==> src/rtl/logic_exec_unit.sv <==
// logic_exec_unit
//   Two-stage execution unit for the RV32I bitwise logic instructions
//   (AND/OR/XOR and ANDI/ORI/XORI). A beat is decoded on entry and captured
//   in S1 (operation, operands, rd, illegal flag). The result is evaluated
//   between S1 and S2. S2 is the output register that drives every out_*
//   port. Both handshakes are valid/ready. in_ready depends combinationally
//   on out_ready, so a full pipeline can still take a new beat in the same
//   cycle that it hands one downstream.
//
// Ports
//   clk, rst_n            : clock; asynchronous active-low reset
//   in_valid / in_ready   : input handshake
//   in_instr              : raw 32-bit instruction word
//   in_rs1, in_rs2        : operand values (in_rs2 is ignored for immediate forms)
//   out_valid / out_ready : output handshake
//   out_result            : logic result (zero for illegal instructions)
//   out_rd                : destination register, instr[11:7]
//   out_illegal           : instruction is not a supported logic operation
module logic_exec_unit #(
    parameter int XLEN = 32
) (
    input  logic            clk,
    input  logic            rst_n,
    input  logic            in_valid,
    output logic            in_ready,
    input  logic [31:0]     in_instr,
    input  logic [XLEN-1:0] in_rs1,
    input  logic [XLEN-1:0] in_rs2,
    output logic            out_valid,
    input  logic            out_ready,
    output logic [XLEN-1:0] out_result,
    output logic [4:0]      out_rd,
    output logic            out_illegal
);

    localparam logic [6:0] OPC_REG = 7'b0110011;
    localparam logic [6:0] OPC_IMM = 7'b0010011;

    typedef enum logic [1:0] {
        OP_AND = 2'd0,
        OP_OR  = 2'd1,
        OP_XOR = 2'd2
    } op_e;

    // An illegal beat carries a zero result, whatever the operation says.
    function automatic logic signed [XLEN-1:0] exec_logic(
        input op_e                     op,
        input logic signed [XLEN-1:0]  a,
        input logic signed [XLEN-1:0]  b,
        input logic                    ill
    );
        logic signed [XLEN-1:0] r;
        case (op)
            OP_AND:  r = a & b;
            OP_OR:   r = a | b;
            OP_XOR:  r = a ^ b;
            default: r = '0;
        endcase
        if (ill) begin
            r = '0;
        end
        return r;
    endfunction

    // ---- Stage p0: decode of the presented beat ----
    op_e                    op_p0;
    logic signed [XLEN-1:0] a_p0;
    logic signed [XLEN-1:0] b_p0;
    logic [4:0]             rd_p0;
    logic                   ill_p0;

    // The rs1/rs2 register-number fields are not needed: operand values arrive on ports.
    logic unused_rs1_field;
    assign unused_rs1_field = ^in_instr[19:15];

    always_comb begin
        op_p0  = OP_AND;
        ill_p0 = 1'b0;
        a_p0   = in_rs1;
        b_p0   = in_rs2;
        rd_p0  = in_instr[11:7];

        if (in_instr[6:0] == OPC_REG && in_instr[31:25] == 7'b0000000) begin
            b_p0 = in_rs2;
        end else if (in_instr[6:0] == OPC_IMM) begin
            b_p0 = {{(XLEN-12){in_instr[31]}}, in_instr[31:20]};
        end else begin
            ill_p0 = 1'b1;
        end

        case (in_instr[14:12])
            3'b111:  op_p0 = OP_AND;
            3'b110:  op_p0 = OP_OR;
            3'b100:  op_p0 = OP_XOR;
            default: ill_p0 = 1'b1;
        endcase
    end

    // ---- Stage p1: decoded operation register (S1) ----
    logic                   vld_p1;
    op_e                    op_p1;
    logic signed [XLEN-1:0] a_p1;
    logic signed [XLEN-1:0] b_p1;
    logic [4:0]             rd_p1;
    logic                   ill_p1;

    logic                   vld_p2;
    logic signed [XLEN-1:0] result_p2;
    logic [4:0]             rd_p2;
    logic                   ill_p2;

    logic ld_p1;
    logic ld_p2;

    // S2 is free when it is empty or is being drained this cycle.
    assign ld_p2    = vld_p1 && (!vld_p2 || out_ready);
    assign in_ready = !vld_p1 || ld_p2;
    assign ld_p1    = in_valid && in_ready;

    always_ff @(posedge clk or negedge rst_n) begin
        if (!rst_n) begin
            vld_p1 <= 1'b0;
        end else if (ld_p1) begin
            vld_p1 <= 1'b1;
        end else if (ld_p2) begin
            vld_p1 <= 1'b0;
        end
    end

    always_ff @(posedge clk) begin
        if (ld_p1) begin
            op_p1  <= op_p0;
            a_p1   <= a_p0;
            b_p1   <= b_p0;
            rd_p1  <= rd_p0;
            ill_p1 <= ill_p0;
        end
    end

    // ---- Stage p2: output register (S2) ----
    always_ff @(posedge clk or negedge rst_n) begin
        if (!rst_n) begin
            vld_p2    <= 1'b0;
            result_p2 <= '0;
            rd_p2     <= '0;
            ill_p2    <= 1'b0;
        end else begin
            if (ld_p2) begin
                vld_p2    <= 1'b1;
                result_p2 <= exec_logic(op_p1, a_p1, b_p1, ill_p1);
                rd_p2     <= rd_p1;
                ill_p2    <= ill_p1;
            end else if (out_ready) begin
                vld_p2    <= 1'b0;
            end
        end
    end

    assign out_valid   = vld_p2;
    assign out_result  = result_p2;
    assign out_rd      = rd_p2;
    assign out_illegal = ill_p2;

endmodule
==> config.mk <==
export PLATFORM = sky130hd
export DESIGN_NAME = logic_exec_unit
export DESIGN_NICKNAME = d
export VERILOG_FILES = /design/src/rtl/logic_exec_unit.sv
export SDC_FILE = /design/constraint.sdc
export NUM_CORES = 1
export LEC_CHECK = 0
export BUFFER_PORTS_ARGS = -buffer_cell sky130_fd_sc_hd__buf_2
export CAP_MARGIN = 5
export CORE_ASPECT_RATIO = 1.4
export CORE_MARGIN = 2
export CORE_UTILIZATION = 55
export DETAILED_ROUTE_END_ITERATION = 6
export GPL_ROUTABILITY_DRIVEN = 0
export PLACE_DENSITY = 0.83
export SYNTH_ARGS = -nofsm -noshare
export SYNTH_HDL_FRONTEND = slang
export SYNTH_SLANG_ARGS = --single-unit
export TNS_END_PERCENT = 20
==> constraint.sdc <==
create_clock -name clk -period 4 [get_ports clk]
set_input_delay 0.4 -clock clk [delete_from_list [all_inputs] [get_ports clk]]
set_output_delay 0.4 -clock clk [all_outputs]
set_load 0.1 [all_outputs]
## Yosys cells after proc, flatten, opt, wreduce, memory -nomap -nowiden

Index checks and enable logic that the tools add are counted.

| storage, ports and cells | value |
|---|---|
| input bits | 100 |
| bits in registers | 112 |
| output and inout bits | 40 |

| cells by class | value |
|---|---|
| bitwise operators | 3 |
| reduce and logical (&&, ||, !) cells | 12 |
| multiplexer cells | 11 |
| eq/ne operators | 7 |

Operator list:

| operator | count |
|---|---|
| $mux W32 | 3 |
| $pmux W32 S3 | 1 |
| $and A32 B32 Y32 | 1 |
| $or A32 B32 Y32 | 1 |
| $xor A32 B32 Y32 | 1 |
| $eq A3 B3 Y1 const B | 3 |
| $eq A7 B5 Y1 const B | 1 |
| $eq A7 B6 Y1 const B | 1 |
| $logic_not A7 Y1 | 1 |
| $mux W1 | 6 |
| $pmux W2 S2 | 1 |
| $reduce_bool A2 Y1 | 2 |
| $logic_and A1 B1 Y1 | 3 |
| $reduce_or A3 Y1 | 1 |
| $eq A2 B1 Y1 const B | 1 |
| $eq A2 B2 Y1 const B | 1 |
| $logic_not A1 Y1 | 2 |
| $logic_not A2 Y1 | 1 |
| $logic_or A1 B1 Y1 | 2 |

## Logic depth before layout (Yosys ltp)

| depth | value |
|---|---|
| word-level depth | 6 |
| gate-level depth with buffers | 5 |
| gate-level depth less buffers | 5 |

## Least setup slack after synthesis

OpenSTA, ideal clock, no wires.

| path | value |
|---|---|
| kind | flip-flop to flip-flop |
| start | reg vld_p2 (netlist: out_valid) |
| end | reg a_p1[0], enable pin |
| stages on the path, launching flop included | 4 |
| path slack | 0.029 ns |
| arrival | 3.533 ns |
| data required time | 3.562 ns |
| period minus slack after synthesis | 3.971 ns |
| path through | dfrtp_1 -> nor2b_1 -> nand2_1 -> and2_1 |

| on the way | value |
|---|---|
| longest elaborated chain between the ends | 5 |

RTL lines:

| element | line | source |
|---|---|---|
| start, declared | 107 | `logic vld_p2;` |
| start signal, assigned | 143 | `vld_p2 <= 1'b0;` |
| start signal, assigned | 149 | `vld_p2 <= 1'b1;` |
| start signal, assigned | 154 | `vld_p2 <= 1'b0;` |
| $logic_not A1 Y1 | 116 | `assign ld_p2 = vld_p1 && (!vld_p2 \|\| out_ready);` |
| $logic_or A1 B1 Y1 | 116 |  |
| $logic_and A1 B1 Y1 | 116 |  |
| $logic_or A1 B1 Y1 | 117 | `assign in_ready = !vld_p1 \|\| ld_p2;` |
| net in_ready | 25 | `output logic in_ready,` |
| $logic_and A1 B1 Y1 | 118 | `assign ld_p1 = in_valid && in_ready;` |
| net ld_p1 | 112 | `logic ld_p1;` |
| end signal, assigned | 133 | `a_p1 <= a_p0;` |
| end, declared | 102 | `logic signed [XLEN-1:0] a_p1;` |

The timed path passes the listed nets, and every way through them passes these cells.
A chain may end at the register's enable or synchronous reset.

## Final worst setup path

| path | value |
|---|---|
| start | reg op_p1[1] |
| end | reg result_p2[21] (netlist: out_result[21]) |

| on the way | value |
|---|---|
| longest elaborated chain between the ends | 3 |
| elaborated cells on any way between the ends | 5 |
| classes of those cells | eq/ne (2); mux (2); reduce/logical (1) |

RTL lines:

| element | line | source |
|---|---|---|
| start, declared | 101 | `op_e op_p1;` |
| start signal, assigned | 132 | `op_p1 <= op_p0;` |
| $eq A2 B2 Y1, or another cell as far along | 53 | `case (op)` |
| $pmux W32 S3 (*) | 53 |  |
| $mux W32 (*) | 59 | `if (ill) begin` |
| end signal, assigned | 150 | `result_p2 <= exec_logic(op_p1, a_p1, b_p1, ill_p1);` |
| end, declared | 108 | `logic signed [XLEN-1:0] result_p2;` |

Every way passes the cells marked *; elsewhere a longest branch is shown, timed or not.

==> summary.txt <==
Synth
  • Count of warnings emitted by yosys: 0
  • Mapped Cells: roughly 420
  • Ys async rst share: a little over a third
  • Mean post-synth cell area: 13.41 sq um
  • Register area share after synthesis: 56.02%
  • Post-synth EDFFs: just over 70
  • Ys flop type: edfxtp_1
  • Cell variety after synth: 28
  • Mapped Area: 5647 sq um
  • Syn_nets: a little under 600
  • #FFs+latches synth: 112

Worst setup path
  • Worst Setup SP: op_p1[1]
  • Worst path max stage delay: 630 ps
  • Critical R2R Launch: op_p1[1]
  • Crit path depth: 5
  • Crit path top cell by count: buf_4
  • R2R setup slack: around 1600 ps
  • Critical path launch point type: register
  • Worst path slowest cell: nand2b_1
  • Crit-path cells: buf_4 > nand2b_1 > buf_4 > o22ai_1 > a22o_1
  • Data required, critical path: 4230 ps
  • Worst-path maximum fanout: 33
  • Top delay family on crit path: buffers and inverters
  • Kind of critical path: register to register
  • Reg2Reg Capture Point: out_result[21]
  • Worst path bufs/invs: 2
  • Worst EP arrival: 2680 ps
  • CP endpoint kind: register
  • Worst-case reg-to-reg path depth: 5
  • Worst setup endpoint: out_result[21]

Routing
  • Via count: between 3,000 and 4,000
  • DR WL met2: just over 6 mm
  • Met3 wire length: between 500 and 600 um
  • Vias/cell: between 5 and 6
  • Final wirelength: approximately 12 mm
  • Wirelength per Cell: 16.82 um
  • Iter 0 DRT Violations: 190
  • Number of routed nets with antenna violations: 0
  • Pre-antenna DRT Iters: 4
  • Max layer used: met4
  • Met1 WL: between 4 and 5 mm
  • Drt drc: 0

Die
  • Initial Util: about 57%
  • IO Count: 140
  • Row cnt: 43
  • Area of the core: 9953 sq um
  • Die ar.: 11,100 sq um
  • Die W: approximately 90 um
  • Chip height: approximately 120 um

STA
  • Slew @ Worst Pin: about 1100 ps
  • Fmax: 408.2 MHz
  • Final setup vio count: 0
  • Final hold violation count: 0
  • Post-route worst setup slack: between 1500 and 2000 ps
  • RSZ-0062 raised after global routing: no
  • Slew Viols, Final: 0
  • Min Tclk post-route: between 2000 and 2500 ps
  • TNS Setup: 0 ps
  • Slew headroom: about a quarter
  • Fin crit share: approximately three fifths
  • Skew final: 6.533 ps

Clock network
  • Total CTS buffers: 9
  • Hold Buf Count CTS: 0
  • CTS Root Cell: clkbuf_16
  • CTS tree: yes
  • Post-CTS setup buffers: 0
  • Worst-path clk slew: ~70 ps
  • CTS max path bufs: 2
  • Clk Latency, worst-skew pair: 350 ps
  • # clock sinks: between 100 and 150
  • Post_cts resized: 0
  • H-Tree Depth: 3

Layout
  • Area Growth Syn to Fin: 20.25%
  • Layout cells sized above 1: approximately a third
  • Diode count: 0
  • Total Nets Final: about 700
  • Number of fill cells: 711
  • Non-Filler Instances: around 690

Place
  • Post-place setup slack: approximately 1500 ps
  • Post-DP HPWL: ~8 mm
  • Placed Cells: 673
  • # port buffers: ~130

Global route
  • Overall Global Routing Usage: 21.71%
  • Global route overflow: 0
  • Vias in the first global route: 3,877
  • Initial antenna violation count: 0
  • Global-route wire length before repair: 18.20 mm
  • Largest net degree at the start of global routing: between 70 and 80

Power
  • Lkg Pwr: between 3 and 4 nW
  • Total power: approximately 2.8 mW
  • Power Dens Cells: around 410 nW/um^2
  • VDD IR max: between 0.2 and 0.25 mV

Min path
  • Worst min-delay path class: primary input to asynchronous set/reset pin

Job
  • Max cap viols: 0

Run status
  • Status: finished clean
kinds of logic (layout without fill, tap and decap cells):
logic type | count (synthesis) | count (layout) | share of synthesized area [%]
flops | 112 | 112 | 56.02
buf+inv | 91 | 224 | 6.492
compound gates | 88 | 88 | 11.85
fa+ha+maj | 64 | 64 | 14.18
mux | 49 | 49 | 9.661
simple gates | 17 | 17 | 1.795
layer usage:
layer  vias up  track usage, %
li1       1764               -
met1      1804           25.35
met2       128           38.24
met3        28           3.512
met4         0           10.07
met5         -               0
stage by stage:
| step | instance area, sq um | hold slack (ps) | utilization, % |
|---|---|---|---|
| finish | 6790 | 190.4 | 68.22 |
| global route | 6790 | 210.6 | 68.22 |
| CTS | 6790 | 212.7 | 68.22 |
| detailed placement | 6445 | 467.9 | 64.75 |
| global placement | 6445 | 463.3 | 64.75 |
| floorplan | 5647 | 104.4 | - |
placed cells by master, fill, tap and decap left out:
cell / count
o22ai_1: 32
o21ai_0: 1
ha_1: 64
or4b_4: 1
inv_1: 67
nand2b_1: 3
nor3_1: 1
edfxtp_1: 72
dfrtp_1: 40
buf_2: 134
buf_4: 7
mux2_2: 8
mux2i_1: 32
a21o_1: 21
a22o_1: 32
bufinv_16: 3
clkbuf_16: 9
and3_1: 1
nor3b_1: 1
a2111o_1: 1
nand2_1: 5
and2_4: 1
a2111oi_4: 1
mux2_4: 9
nor4_1: 1
or3_1: 1
nor2b_1: 1
clkinvlp_4: 4
nor4_2: 1
where the power goes:
group          internal (mW)  switching [mW]  leakage [nW]  total (mW)
Combinational          0.142           0.279          2.08       0.421
Sequential              1.31          0.0323          1.22        1.34
Clock                  0.612           0.414         0.154        1.03
Total                   2.06           0.725          3.46        2.79
cell type report:
class / count / area (sq um) / area share, %
multi-input cells: 218 / 2138 / 31.49
flip-flops and latches: 112 / 3163 / 46.58
repair buffers: 141 / 723.2 / 10.65
well taps: 135 / 168.9 / 2.488
inverters: 67 / 251.5 / 3.704
clock buffers: 9 / 225.2 / 3.317
clock inverters: 7 / 120.1 / 1.769
synthesized netlist by cell type, types with 3 or more instances:
cell type | n | share of area (%)
nand2b_1 | 3 | 0.33
o22ai_1 | 32 | 3.5
dfrtp_1 | 40 | 18
a22o_1 | 32 | 5.0
buf_1 | 4 | 0.27
mux2_4 | 9 | 2.4
clkbuf_1 | 13 | 0.86
nand2_1 | 5 | 0.33
edfxtp_1 | 72 | 38
mux2i_1 | 32 | 5.7
a21o_1 | 21 | 2.8
ha_1 | 64 | 14
inv_1 | 67 | 4.5
mux2_2 | 8 | 1.6
buf_2 | 5 | 0.44
how the worst min path moves through the flow:
stage	from	to	slack, ps	cells past startpoint
floorplan	rst_n	out_illegal	100	0
detailed placement	rd_p1[4]	out_rd[4]	470	1
global placement	rd_p1[4]	out_rd[4]	460	1
finish	rst_n	out_result[7]	190	1
CTS	rst_n	out_result[7]	210	1
global route	in_rs1[0]	a_p1[0]	210	1
state kept, by name (all words and copies together) (netlist names):
register / flops
out_valid: 1
a_p1: 32
rd_p1: 5
b_p1: 32
out_illegal: 1
out_rd: 5
op_p1: 2
out_result: 32
ill_p1: 1
vld_p1: 1
Power figures use the tool's default switching activity.
